`src/rtl/sync_cond_pkg.sv`:
```
// Shared constants for the sync conditioner: phase-counter width and default tuning.
package sync_cond_pkg;

    localparam int unsigned CNT_W               = 24;
    localparam int unsigned FILT_CNT_W          = 4;
    localparam int unsigned DEFAULT_FILTER_LEN  = 4;
    localparam int unsigned DEFAULT_ACT_TIMEOUT = 2_000_000;

    localparam logic [CNT_W-1:0] CNT_MAX = '1;

endpackage

```
`src/rtl/sync_channel.sv`:
```
// One sync channel: 2-flop synchroniser, glitch filter, activity watchdog and, when
// SYNC_POLARITY_AUTO_EN is defined, automatic polarity detection from phase lengths.
module sync_channel
    import sync_cond_pkg::*;
#(
    parameter int unsigned FILTER_LEN  = DEFAULT_FILTER_LEN,
    parameter int unsigned ACT_TIMEOUT = DEFAULT_ACT_TIMEOUT
) (
    input  logic clk_i,
    input  logic rst_i,
    input  logic raw_i,
    output logic sync_o,
    output logic fall_o,
    output logic pol_o,
    output logic act_o
);

    localparam int unsigned IdleW = $clog2(ACT_TIMEOUT + 1);
    localparam logic [FILT_CNT_W-1:0] FiltLast = FILT_CNT_W'(FILTER_LEN - 1);
    localparam logic [IdleW-1:0] IdleLast = IdleW'(ACT_TIMEOUT - 1);

    logic                  meta_q, sync_q;
    logic                  filt_q, filt_d;
    logic [FILT_CNT_W-1:0] cnt_q, cnt_d;
    logic                  primed_q, primed_d;
    logic                  act_q, act_d;
    logic [IdleW-1:0]      idle_q, idle_d;
    logic                  out_last_q;
    logic                  out_w, edge_w, pol_w;

    always_ff @(posedge clk_i or posedge rst_i) begin
        if (rst_i) begin
            meta_q     <= 1'b0;
            sync_q     <= 1'b0;
            filt_q     <= 1'b0;
            cnt_q      <= '0;
            primed_q   <= 1'b0;
            act_q      <= 1'b0;
            idle_q     <= '0;
            out_last_q <= 1'b1;
        end else begin
            meta_q     <= raw_i;
            sync_q     <= meta_q;
            filt_q     <= filt_d;
            cnt_q      <= cnt_d;
            primed_q   <= primed_d;
            act_q      <= act_d;
            idle_q     <= idle_d;
            out_last_q <= out_w;
        end
    end

    // Until primed, the filter simply tracks the synchroniser so the post-reset
    // settling of the input is never reported as an edge.
    always_comb begin
        filt_d   = filt_q;
        cnt_d    = cnt_q;
        primed_d = primed_q;
        if (!primed_q) begin
            filt_d = sync_q;
            cnt_d  = cnt_q + 1'b1;
            if (cnt_q == FiltLast) begin
                primed_d = 1'b1;
                cnt_d    = '0;
            end
        end else if (sync_q != filt_q) begin
            if (cnt_q == FiltLast) begin
                filt_d = sync_q;
                cnt_d  = '0;
            end else begin
                cnt_d = cnt_q + 1'b1;
            end
        end else begin
            cnt_d = '0;
        end
    end

    assign edge_w = primed_q && (filt_d != filt_q);

    always_comb begin
        act_d  = act_q;
        idle_d = idle_q;
        if (edge_w) begin
            act_d  = 1'b1;
            idle_d = '0;
        end else if (act_q) begin
            if (idle_q == IdleLast) begin
                act_d  = 1'b0;
                idle_d = '0;
            end else begin
                idle_d = idle_q + 1'b1;
            end
        end
    end

`ifdef SYNC_POLARITY_AUTO_EN
    logic [CNT_W-1:0] run_q, run_d, high_len_q, high_len_d;
    logic             high_vld_q, high_vld_d;
    logic             cand_q, cand_d, cand_vld_q, cand_vld_d;
    logic             pol_q, pol_d;
    logic             cand_w;

    always_ff @(posedge clk_i or posedge rst_i) begin
        if (rst_i) begin
            run_q      <= '0;
            high_len_q <= '0;
            high_vld_q <= 1'b0;
            cand_q     <= 1'b0;
            cand_vld_q <= 1'b0;
            pol_q      <= 1'b0;
        end else begin
            run_q      <= run_d;
            high_len_q <= high_len_d;
            high_vld_q <= high_vld_d;
            cand_q     <= cand_d;
            cand_vld_q <= cand_vld_d;
            pol_q      <= pol_d;
        end
    end

    // At a rising edge run_q holds the just-completed low phase length.
    assign cand_w = high_len_q < run_q;

    always_comb begin
        run_d      = (run_q == CNT_MAX) ? run_q : run_q + 1'b1;
        high_len_d = high_len_q;
        high_vld_d = high_vld_q;
        cand_d     = cand_q;
        cand_vld_d = cand_vld_q;
        pol_d      = pol_q;
        if (!act_q) begin
            run_d      = '0;
            high_vld_d = 1'b0;
            cand_vld_d = 1'b0;
        end
        if (edge_w) begin
            run_d = CNT_W'(1);
            // A phase is only complete if it began at an edge we observed.
            if (act_q) begin
                if (filt_q) begin
                    high_len_d = run_q;
                    high_vld_d = 1'b1;
                end else if (high_vld_q) begin
                    cand_d     = cand_w;
                    cand_vld_d = 1'b1;
                    if (cand_vld_q && (cand_q == cand_w) && (cand_w != pol_q)) begin
                        pol_d = cand_w;
                    end
                end
            end
        end
    end

    assign pol_w = pol_q;
`else
    assign pol_w = 1'b0;
`endif

    assign out_w  = act_q ? (filt_q ^ pol_w) : 1'b1;
    assign sync_o = out_w;
    assign fall_o = out_last_q & ~out_w;
    assign pol_o  = pol_w;
    assign act_o  = act_q;

endmodule

```
`src/rtl/sync_conditioner.sv`:
```
// H/V sync conditioner: two independent sync_channel instances producing active-low
// syncs, leading-edge strobes, polarity and activity. SYNC_POLARITY_AUTO_EN enables
// automatic polarity detection.
module sync_conditioner
    import sync_cond_pkg::*;
#(
    parameter int unsigned FILTER_LEN  = DEFAULT_FILTER_LEN,
    parameter int unsigned ACT_TIMEOUT = DEFAULT_ACT_TIMEOUT
) (
    input  logic clk_50mhz_in,
    input  logic rst_in,
    input  logic hsync_raw_in,
    input  logic vsync_raw_in,
    output logic hsync_out,
    output logic vsync_out,
    output logic hsync_fall_out,
    output logic vsync_fall_out,
    output logic hsync_pol_out,
    output logic vsync_pol_out,
    output logic hsync_act_out,
    output logic vsync_act_out
);

    sync_channel #(
        .FILTER_LEN (FILTER_LEN),
        .ACT_TIMEOUT(ACT_TIMEOUT)
    ) u_hsync (
        .clk_i (clk_50mhz_in),
        .rst_i (rst_in),
        .raw_i (hsync_raw_in),
        .sync_o(hsync_out),
        .fall_o(hsync_fall_out),
        .pol_o (hsync_pol_out),
        .act_o (hsync_act_out)
    );

    sync_channel #(
        .FILTER_LEN (FILTER_LEN),
        .ACT_TIMEOUT(ACT_TIMEOUT)
    ) u_vsync (
        .clk_i (clk_50mhz_in),
        .rst_i (rst_in),
        .raw_i (vsync_raw_in),
        .sync_o(vsync_out),
        .fall_o(vsync_fall_out),
        .pol_o (vsync_pol_out),
        .act_o (vsync_act_out)
    );

endmodule

```
`config.mk`:
```
export PLATFORM = sky130hd
export DESIGN_NAME = sync_conditioner
export DESIGN_NICKNAME = d
export VERILOG_FILES = /design/src/rtl/sync_cond_pkg.sv /design/src/rtl/sync_channel.sv /design/src/rtl/sync_conditioner.sv
export SDC_FILE = /design/constraint.sdc
export NUM_CORES = 1
export LEC_CHECK = 0
export ABC_AREA = 1
export CAP_MARGIN = 5
export CORE_ASPECT_RATIO = 1.2
export CORE_MARGIN = 2
export CORE_UTILIZATION = 55
export DETAILED_ROUTE_END_ITERATION = 8
export MAX_ROUTING_LAYER = met4
export PLACE_DENSITY = 0.82
export SYNTH_ARGS = -nofsm -noshare
export SYNTH_HDL_FRONTEND = slang
export SYNTH_SLANG_ARGS = --single-unit
```
`constraint.sdc`:
```
create_clock -name clk_50mhz_in -period 2.51 [get_ports clk_50mhz_in]
set_input_delay 0.502 -clock clk_50mhz_in [delete_from_list [all_inputs] [get_ports clk_50mhz_in]]
set_output_delay 0.502 -clock clk_50mhz_in [all_outputs]
set_load 0.02 [all_outputs]
```
**Yosys cells after proc, flatten, opt, wreduce, memory -nomap -nowiden**

Cells that the tools add are included.

- Bits in registers: 62
- Input bits: 4
- Word-level logic and storage cells: 66

- Add/sub/neg operators: 4
- Equality and inequality tests: 8
- Mux-type cells: 30
- Bitwise logic cells: 4
- Reduce and logical (&&, ||, !) cells: 4

Operators by type and width:

| kind | number |
|---|---|
| $mux 21 | 6 |
| $add 21x1->21 const B | 2 |
| $eq 21x21->1 const B | 2 |
| $mux 4 | 6 |
| $mux 1 | 18 |
| $add 4x1->4 const B | 2 |
| $eq 4x2->1 const B | 2 |
| $ne 1x1->1 | 4 |
| $reduce_bool 2->1 | 2 |
| $and 1x1->1 | 2 |
| $logic_and 1x1->1 | 2 |
| $not 1->1 | 2 |

**Logic depth before layout (Yosys ltp)**

- Depth after elaboration: 7
- Mapped depth: 10
- Depth with buffers taken out: 10

**Hierarchy**

A second synthesis with hierarchy kept.

- Cell total of the unflattened synthesis: 442
- Area total of the unflattened synthesis: 3448.3 um2

Modules (own cells, without submodules):

| module | times used | cells each | area an instance (um2) | seq. area each (um2) |
|---|---|---|---|---|
| sync_channel | 2 | 221 | 1724.2 | 777.0 |

**Worst setup path before layout**

Ideal clock, no wire load.

- Path kind: reg-to-output
- From: reg u_vsync.act_q (netlist: u_vsync.act_o)
- To: out vsync_fall_out
- Arrival time: 1.103 ns
- Data required time: 2.008 ns
- Slack: 0.905 ns
- Cell stages (with the launch flop): 3
- Path buffers: 0
- Path through: dfrtp_1 nand2_1 nor2_1

- Cells in the longest elaborated chain, start to end: 3

RTL lines:

| element | RTL line | source |
|---|---|---|
| start, declared | sync_channel.sv:26 | `logic act_q, act_d;` |
| start signal, assigned | sync_channel.sv:47 | `act_q <= act_d;` |
| $mux 1 | sync_channel.sv:159 | `assign out_w = act_q ? (filt_q ^ pol_w) : 1'b1;` |
| net vsync_out | sync_conditioner.sv:15 | `output logic vsync_out,` |
| $not 1->1 | sync_channel.sv:161 | `assign fall_o = out_last_q & ~out_w;` |
| $and 1x1->1 | sync_channel.sv:161 |  |
| end, declared | sync_conditioner.sv:17 | `output logic vsync_fall_out,` |

The timed path passes the listed nets, and every way through them passes these cells.

**Worst setup path in the final report**

- From: reg u_vsync.act_q (netlist: u_vsync.act_o)
- To: out vsync_fall_out

- Cells in the longest elaborated chain, start to end: 3

RTL lines:

| element | RTL line |
|---|---|
| $mux 1 | sync_channel.sv:159 |
| $not 1->1 | sync_channel.sv:161 |
| $and 1x1->1 | sync_channel.sv:161 |

No other way between the ends.

==> metrics.md <==
| Metric | Value |
|---|---|
| Status | `complete, no violations` |
| Final period utilization | `85.3%` |
| Total clock sinks | `62` |
| Iteration-0 DRC Markers | `133` |
| Initial Util | `56.7%` |
| Synth Cell Area | `3430 um^2` |
| Core footprint | `6050 um^2` |
| Final Hold Fails | `0` |
| First-pass DRT Iterations | `5` |
| Syn avg cell area | `7.78 um^2` |
| Seq/Total Area, Yosys | `45.3%` |
| Final core utilization | `62.5%` |
| Clock latency on the worst-skew pair | `0.34 ns` |
| Synth top area cells | `dfrtp_1, nand2_1, inv_1` |
| Post-synth top area share | `43.8%` |
| I/O Pins | `12` |
| Die X | `76.1 um` |
| Row count | `31` |
| Top_reg_cell synth | `dfrtp_1` |
| CP cell instances | `nand2_1 -> nor2_1 -> clkdlybuf4s50_1` |
| Cell Count, Final, Fillers Out | `545` |
| MaxCap Viol Count | `0` |
| Synth-to-Final Area Change | `10.2%` |
| Number of synthesized register bits | `62` |
| Largest net degree at the start of global routing | `34` |
| Post-synth top cells | `nand2_1, dfrtp_1, inv_1` |
| Max Root-Sink Buffers | `2` |
| Routed WL per cell | `12.3 um` |
| Worst setup SP type | `flip-flop` |
| CTS Hold Bufs | `0` |
| Die H | `90.5 um` |
| Drt via density | `5.12` |
| Hold Crit Class | `flip-flop to flip-flop` |
| Via count | `2792` |
| GRT Util Overall | `22.1%` |
| FMAX | `467 MHz` |
| Crit. End Element | `primary output` |
| Post-CTS sizing | `0` |
| Synth area leader | `dfrtp_1` |
| Worst setup path start | `u_vsync.act_o` |
| H-Tree Level Count | `3` |
| First-pass GRT wire length | `12.1 mm` |
| Vias in the first global route | `2790` |
| Num CTS Buffers | `9` |
| Post CTS Setup Buffer Count | `0` |
| Nets | `466` |
| Worst hold start | `u_hsync.meta_q` |
| TNS Setup | `0 ns` |
| Asr flop ratio synth | `100%` |
| Max IR drop VDD | `711 uV` |
| Total Die Area | `6890 um^2` |
| Critical Path AT | `1.64 ns` |
| Detailed placement HPWL | `4.69 mm` |
| Worst path slowest cell | `clkdlybuf4s50_1` |
| Routability Congestion | `0.907` |
| Grt ovf | `0` |
| Hold slack | `0.360 ns` |
| Initial antenna violation count | `0` |
| Worst Path Required | `2.01 ns` |
| RSZ-0062 raised after global routing | `no` |
| Max incr delay on CP | `0.60 ns` |
| Peak fanout along the critical path | `7` |
| TritonCTS clock tree | `done` |
| Minimum clock period | `2.14 ns` |
| Pwr/cell area | `807 nW/um^2` |
| Layout cells sized above 1 | `9.72%` |
| Yosys warnings | `0` |
| Antenna Nets Post-Route | `0` |
| Kind of critical path | `flip-flop to primary output` |
| Fillers | `537` |
| Top-count cell post-synth | `nand2_1` |
| Placed cell count | `529` |
| CTS root buf | `clkbuf_8` |
| Final Setup Violations | `0` |
| # DRC | `0` |
| Worst-path clk slew | `0.08 ns` |
| Skew final | `0.00545 ns` |
| # port buffers | `9` |
| Critical R2R Launch | `u_hsync.idle_q[0]` |
| Final Max Tran Viols | `0` |
| Leak | `1.82 nW` |
| Synth Instances | `441` |
| Number of distinct library cells after synthesis | `31` |
| Routed Wire Length | `6.68 mm` |
| Number of synthesized flops with an enable pin | `0` |
| Ant diodes | `0` |
sequential cells by signal, indices dropped and copies added (netlist names), 4 cells and up:
signal	cells
u_hsync.idle_q	21
u_vsync.idle_q	21
u_hsync.cnt_q	4
u_vsync.cnt_q	4
critical path: cells and delay by family, from the launching register on:
family                 cells  cell delay, ns
AND/OR/NAND/NOR            2            0.23
buffers and inverters      1            0.60
flip-flops                 1            0.46
power breakdown:
group / internal, mW / leakage [nW] / total, mW / switching (mW)
Combinational: 0.331 / 0.934 / 0.927 / 0.596
Sequential: 1.18 / 0.809 / 1.34 / 0.163
Clock: 0.359 / 0.0816 / 0.785 / 0.427
Total: 1.87 / 1.82 / 3.05 / 1.19
routing by layer:
layer  track usage, %  up-vias  part of all wire (%)
li1                 -     1431                     -
met1             26.0     1307                    44
met2             37.6       43                    52
met3             4.70       11                   2.2
met4             8.03        0                   1.9
met5                -        -                     0
through the flow:
stage / power [mW] / setup WS (ns) / instance area (um^2)
4_1_cts: 3.08 / 0.354 / 3780
5_1_grt: 3.25 / 0.262 / 3780
3_3_place_gp: 2.24 / 0.772 / 3610
6_report: 3.05 / 0.368 / 3780
2_1_floorplan: 2.02 / 0.470 / 3430
3_5_place_dp: 2.29 / 0.740 / 3610
worst paths after layout:
kind / slack, ns / depth (start not counted) / endpoint
max: 0.37 / 3 / vsync_fall_out
min: 0.36 / 0 / u_hsync.sync_q
max reg2reg: 0.84 / 6 / u_hsync.idle_q[2]
min reg2reg: 0.36 / 0 / u_hsync.sync_q
max in group asynchronous: 1.41 / 3 / u_vsync.out_last_q
min in group asynchronous: 0.50 / 2 / u_hsync.act_o
layout make-up:
type	instances	area, um^2	area share [%]
Timing Repair Buffer	11	118	3.11
Clock inverter	7	50.0	1.32
Sequential cell	62	1550	41.1
Tap cell	82	103	2.71
Inverter	56	210	5.56
Multi-Input combinational cell	318	1620	42.9
Clock buffer	9	124	3.27
cell families after synthesis:
logic type      share of synthesized area, %
simple gates                            33.6
buf+inv                                 7.48
flops                                   45.3
compound gates                          5.18
xor+xnor                                6.89
fa+ha+maj                               1.46
other cells                            0.109
cells in the final DEF, fill, tap and decap left out, types with 2 or more instances in the layout:
| master | n |
|---|---|
| nand3_2 | 2 |
| nor2_2 | 2 |
| nand3_1 | 35 |
| dfstp_2 | 2 |
| clkbuf_8 | 9 |
| clkinv_2 | 2 |
| dfrtp_1 | 60 |
| nand2_1 | 132 |
| conb_1 | 2 |
| nor3_1 | 8 |
| inv_2 | 3 |
| o22ai_1 | 4 |
| xnor2_1 | 10 |
| o21ai_1 | 9 |
| ha_1 | 4 |
| clkdlybuf4s50_1 | 9 |
| nor2_1 | 45 |
| nand4_1 | 12 |
| nor3_2 | 2 |
| o21ai_0 | 17 |
| inv_1 | 53 |
| xor2_1 | 17 |
| clkinvlp_4 | 3 |
| nor2_4 | 4 |
| nand2_2 | 6 |
Power figures use the tool's default switching activity.
